===== src/rtl/wb_stage_mux.sv =====
// Writeback stage: selects one of NUM_SRC results, aligns and extends load data,
// and registers the result with rd and write-enable under stall/flush control.
module wb_stage_mux #(
  parameter int XLEN        = 32,
  parameter int NUM_SRC     = 4,
  parameter int SEL_W       = $clog2(NUM_SRC),
  parameter int LOAD_IDX    = 2,
  parameter int DEFAULT_IDX = 1
) (
  input  logic                    clk,
  input  logic                    rst,
  input  logic                    in_valid,
  input  logic                    stall,
  input  logic                    flush,
  input  logic [SEL_W-1:0]        wb_sel,
  input  logic [NUM_SRC*XLEN-1:0] src_data,
  input  logic [2:0]              load_size,
  input  logic [1:0]              byte_off,
  input  logic [4:0]              rd_in,
  input  logic                    reg_wr_in,
  output logic                    out_valid,
  output logic [XLEN-1:0]         wdata,
  output logic [4:0]              rd_out,
  output logic                    reg_wr_out
);

  localparam logic [2:0] LS_LB  = 3'b000;
  localparam logic [2:0] LS_LH  = 3'b001;
  localparam logic [2:0] LS_LBU = 3'b100;
  localparam logic [2:0] LS_LHU = 3'b101;

  logic [XLEN-1:0] raw;
  logic [7:0]      ld_byte;
  logic [15:0]     ld_half;
  logic [XLEN-1:0] ld_data;
  logic [XLEN-1:0] sel_data;
  logic            reg_wr;

  assign raw     = src_data[LOAD_IDX*XLEN +: XLEN];
  assign ld_byte = raw[{byte_off, 3'b000} +: 8];
  // Halfword lane ignores byte_off[0]; misaligned halfwords are trapped upstream.
  assign ld_half = raw[{byte_off[1], 4'b0000} +: 16];

  // NOTE: every always_comb output gets a default before any branch so no latch is inferred.
  always_comb begin
    ld_data = XLEN'($signed(raw[31:0]));
    case (load_size)
      LS_LB:   ld_data = XLEN'($signed(ld_byte));
      LS_LBU:  ld_data = XLEN'(ld_byte);
      LS_LH:   ld_data = XLEN'($signed(ld_half));
      LS_LHU:  ld_data = XLEN'(ld_half);
      default: ld_data = XLEN'($signed(raw[31:0]));
    endcase
  end

  // Out-of-range selects fall back to the default source.
  always_comb begin
    sel_data = src_data[DEFAULT_IDX*XLEN +: XLEN];
    for (int i = 0; i < NUM_SRC; i++) begin
      if (int'(wb_sel) == i) begin
        sel_data = src_data[i*XLEN +: XLEN];
      end
    end
    if (int'(wb_sel) == LOAD_IDX) begin
      sel_data = ld_data;
    end
  end

  // NOTE: sequential state uses non-blocking assignments so all registers update together.
  always_ff @(posedge clk or negedge rst) begin
    if (!rst) begin
      out_valid <= 1'b0;
      wdata     <= '0;
      rd_out    <= '0;
      reg_wr    <= 1'b0;
    end else if (flush) begin
      out_valid <= 1'b0;
      reg_wr    <= 1'b0;
    end else if (!stall) begin
      out_valid <= in_valid;
      wdata     <= sel_data;
      rd_out    <= rd_in;
      reg_wr    <= reg_wr_in & in_valid;
    end
  end

  // x0 is hardwired to zero, so it never receives a write strobe.
  assign reg_wr_out = out_valid & reg_wr & (rd_out != 5'd0);

endmodule


===== config.mk =====
export PLATFORM = sky130hd
export DESIGN_NAME = wb_stage_mux
export DESIGN_NICKNAME = d
export VERILOG_FILES = /design/src/rtl/wb_stage_mux.sv
export SDC_FILE = /design/constraint.sdc
export NUM_CORES = 1
export LEC_CHECK = 0
export CORE_UTILIZATION = 29
export DETAILED_ROUTE_END_ITERATION = 16
export PLACE_DENSITY_LB_ADDON = 0.3
export SYNTH_ARGS = -nofsm -noshare
export SYNTH_HDL_FRONTEND = slang
export SYNTH_SLANG_ARGS = --single-unit

===== constraint.sdc =====
create_clock -name clk -period 1.4 [get_ports clk]
set_input_delay 0.35 -clock clk [delete_from_list [all_inputs] [get_ports clk]]
set_output_delay 0.35 -clock clk [all_outputs]
set_load 0.005 [all_outputs]

==> metrics.csv <==
metric,value,unit
arrival,1.48,ns
syn-cell-area,2908,µm²
htreeDepth,2,
clk_pin_slew,0.07,ns
wl_per_cell,17.54,µm
ff_latch_area,975.9,µm²
max_freq,545.6,MHz
status,finished with violations,
hold_viol_final,0,
async_flop_share,100.0,%
drv_slew,0,
num_rows,36,
gp_congestion,0.8556,
globalRouteOverflowTotal,0,
p_leak,2.620,nW
layout-drive-gt1-share,34.67,%
die_w,102.1,µm
worst_clock_skew,0,ns
antenna_cells,0,
yosysSeqAreaShare,33.56,%
grt_pass1_vias,3784,
drtIter0Drc,97,
tns,-0.4437,ns
cts_sinks,39,
cts_root_buf,clkbuf_8,
synth_common_cells,"nand2_1, dfrtp_1, o221ai_1",
clkLatencyLatePin,0.29,ns
antenna_found_initial,0,
dp_hpwl,9.551,mm
vdd_ir_drop_max,0.3882,mV
place_ws,-0.8394,ns
setup_viol,5,
grt_max_degree,40,
rr_startpoint,wdata[12],
start_util,29.89,%
fill_cells,877,
power_density,659.6,nW/µm²
holdBufCountCts,0,
area_growth,103.6,%
fin_ws,-0.4328,ns
io_buffers,184,
grt_pass1_wl,19.06,mm
viasPerCell,5.129,
required,1.05,ns
fin_crit_sh,130.9,%
setup.worst_path.start,rd_out[1],
cp.depth,3,
dieArea,10430,µm²
reg2regPathDepth,2,
rrSetupSlack,0.47,ns
yosysWarnings,0,
synth_edf_count,0,
layout.nets,720,
cp_top_family,simple AND/OR/NAND/NOR gates,
tritoncts,yes,
slew_headroom,73.02,%
synth.avg_cell_area,9.059,µm²
crit_type,register to primary output,
core_area,9729,µm²
syn_nets,467,
cp_cell_sequence,"or3_1, o311a_1, buf_2",
r2r-end,wdata[12],
synth_top_area_share,33.56,%
crit_buf_inv,1,
ys_ff_latch,39,
synthMostInstantiatedCell,nand2_1,
cp-start-kind,register,
drc,0,
gr-usage-all-layers,23.97,%
synthTopCellsByArea,"dfrtp_1, mux2_2, o221ai_1",
crit_fanout,2,
synthFlopType,dfrtp_1,
max_cap_viol_count,0,
rsz0062_at_grt,yes,
drtAntennaViolNets,0,
period_minus_slack,1.833,ns
vias,3626,
hp-class,primary input to async pin,
die_h,102.1,µm
crit_path_end,reg_wr_out,
synthCells,321,
firstDrtPassIters,4,
yosys.cell_types.count,39,
cp-end-kind,primary output,
tightestPinTransition,0.3945,ns
slowest_delay,0.39,ns
wirelength,12.40,mm
ios,185,
violations,negative setup slack,
cp_slowest_cell,or3_1,
cts_buffer_depth,2,
cts_buffers,5,
multiInputGateArea,2103,µm²
synth_top_area_cell,dfrtp_1,
==> layout make-up <==
class | count | area share, %
Sequential cell | 39 | 16.49
Tap cell | 133 | 2.811
Inverter | 11 | 0.6975
Clock inverter | 1 | 0.08455
Timing Repair Buffer | 273 | 42.99
Multi-Input combinational cell | 244 | 35.53
Clock buffer | 6 | 1.395
==> cells in the final DEF, fill, tap and decap left out, types with 2 or more instances in the layout <==
cell type,n
clkdlybuf4s50_1,118
buf_4,76
nand2_1,57
dlygate4sd2_1,47
dfrtp_1,39
mux2_2,23
o221ai_1,22
a22oi_2,17
nor2_1,16
mux2i_1,12
buf_6,12
a21oi_1,11
inv_1,10
a221o_1,9
o21ai_1,7
o221ai_2,6
clkbuf_8,6
a2bb2oi_2,5
buf_2,5
nand2b_4,4
mux2i_2,4
and3_1,4
a2bb2oi_1,4
buf_12,4
mux2_4,3
a2111oi_2,3
clkbuf_2,3
nor2_4,2
o211ai_1,2
nor2b_4,2
nand2b_1,2
o22a_1,2
or2_0,2
clkbuf_16,2
dlymetal6s2s_1,2
buf_8,2
==> worst min-delay path by stage <==
stage | startpoint | to | slack (ns) | cells after the start
after detailed placement | rst | wdata[16] | 0.34 | 2
after floorplan | rst | out_valid | 0.05 | 0
after global placement | rst | wdata[16] | 0.35 | 2
after CTS | rst | wdata[14] | 0.03 | 2
after global routing | rst | wdata[16] | 0.04 | 2
final | rst | wdata[16] | 0.03 | 2
==> metal layers <==
| metal | track usage (%) | vias up | routed length (µm) |
|---|---|---|---|
| met5 | 0 | - | 0 |
| met4 | 8.681 | 0 | 331 |
| met3 | 5.951 | 22 | 1096 |
| met2 | 45.07 | 159 | 6186 |
| met1 | 25.83 | 1719 | 4789 |
| li1 | - | 1726 | - |
==> per-stage QoR <==
| step | std cells | hold slack (ns) | total power, W | util (%) | instance area, µm² |
|---|---|---|---|---|---|
| 2_1_floorplan | 321 | 0.05441 | 0.001983 | - | 3027 |
| 3_3_place_gp | 680 | 0.3491 | 0.003037 | 55.61 | 5410 |
| 3_5_place_dp | 680 | 0.3433 | 0.003067 | 55.61 | 5410 |
| 4_1_cts | 705 | 0.03345 | 0.003889 | 60.13 | 5851 |
| 5_1_grt | 707 | 0.04192 | 0.004131 | 60.84 | 5919 |
| 6_report | 707 | 0.02560 | 0.003904 | 60.84 | 5919 |
==> power by group <==
part	switching, W	total [W]	internal (W)
clock	0.000404	0.000791	0.000387
combinational	0.000678	0.00174	0.00106
sequential	0.0000843	0.00137	0.00129
==> sequential cells by signal (all words and copies together), names as in the netlist <==
register / count
out_valid: 1
rd_out: 5
reg_wr: 1
wdata: 32
==> repair_timing <==
| item | 4_1_cts | 5_1_grt |
|---|---|---|
| setup endpoints to repair | 76 | 31 |
| pin swaps | 30 | 7 |
| hold endpoints to repair | 0 | 0 |
| gates resized for setup | 165 | 15 |
| buffers inserted | 15 | 1 |
| gates cloned | 5 | 1 |
==> cell families after synthesis <==
logic type / synth area share (%)
compound gates: 29.56
simple gates: 14.59
buf+inv: 5.938
flops: 33.56
mux: 16.35
Note: power is estimated with default switching activity, not from simulation.
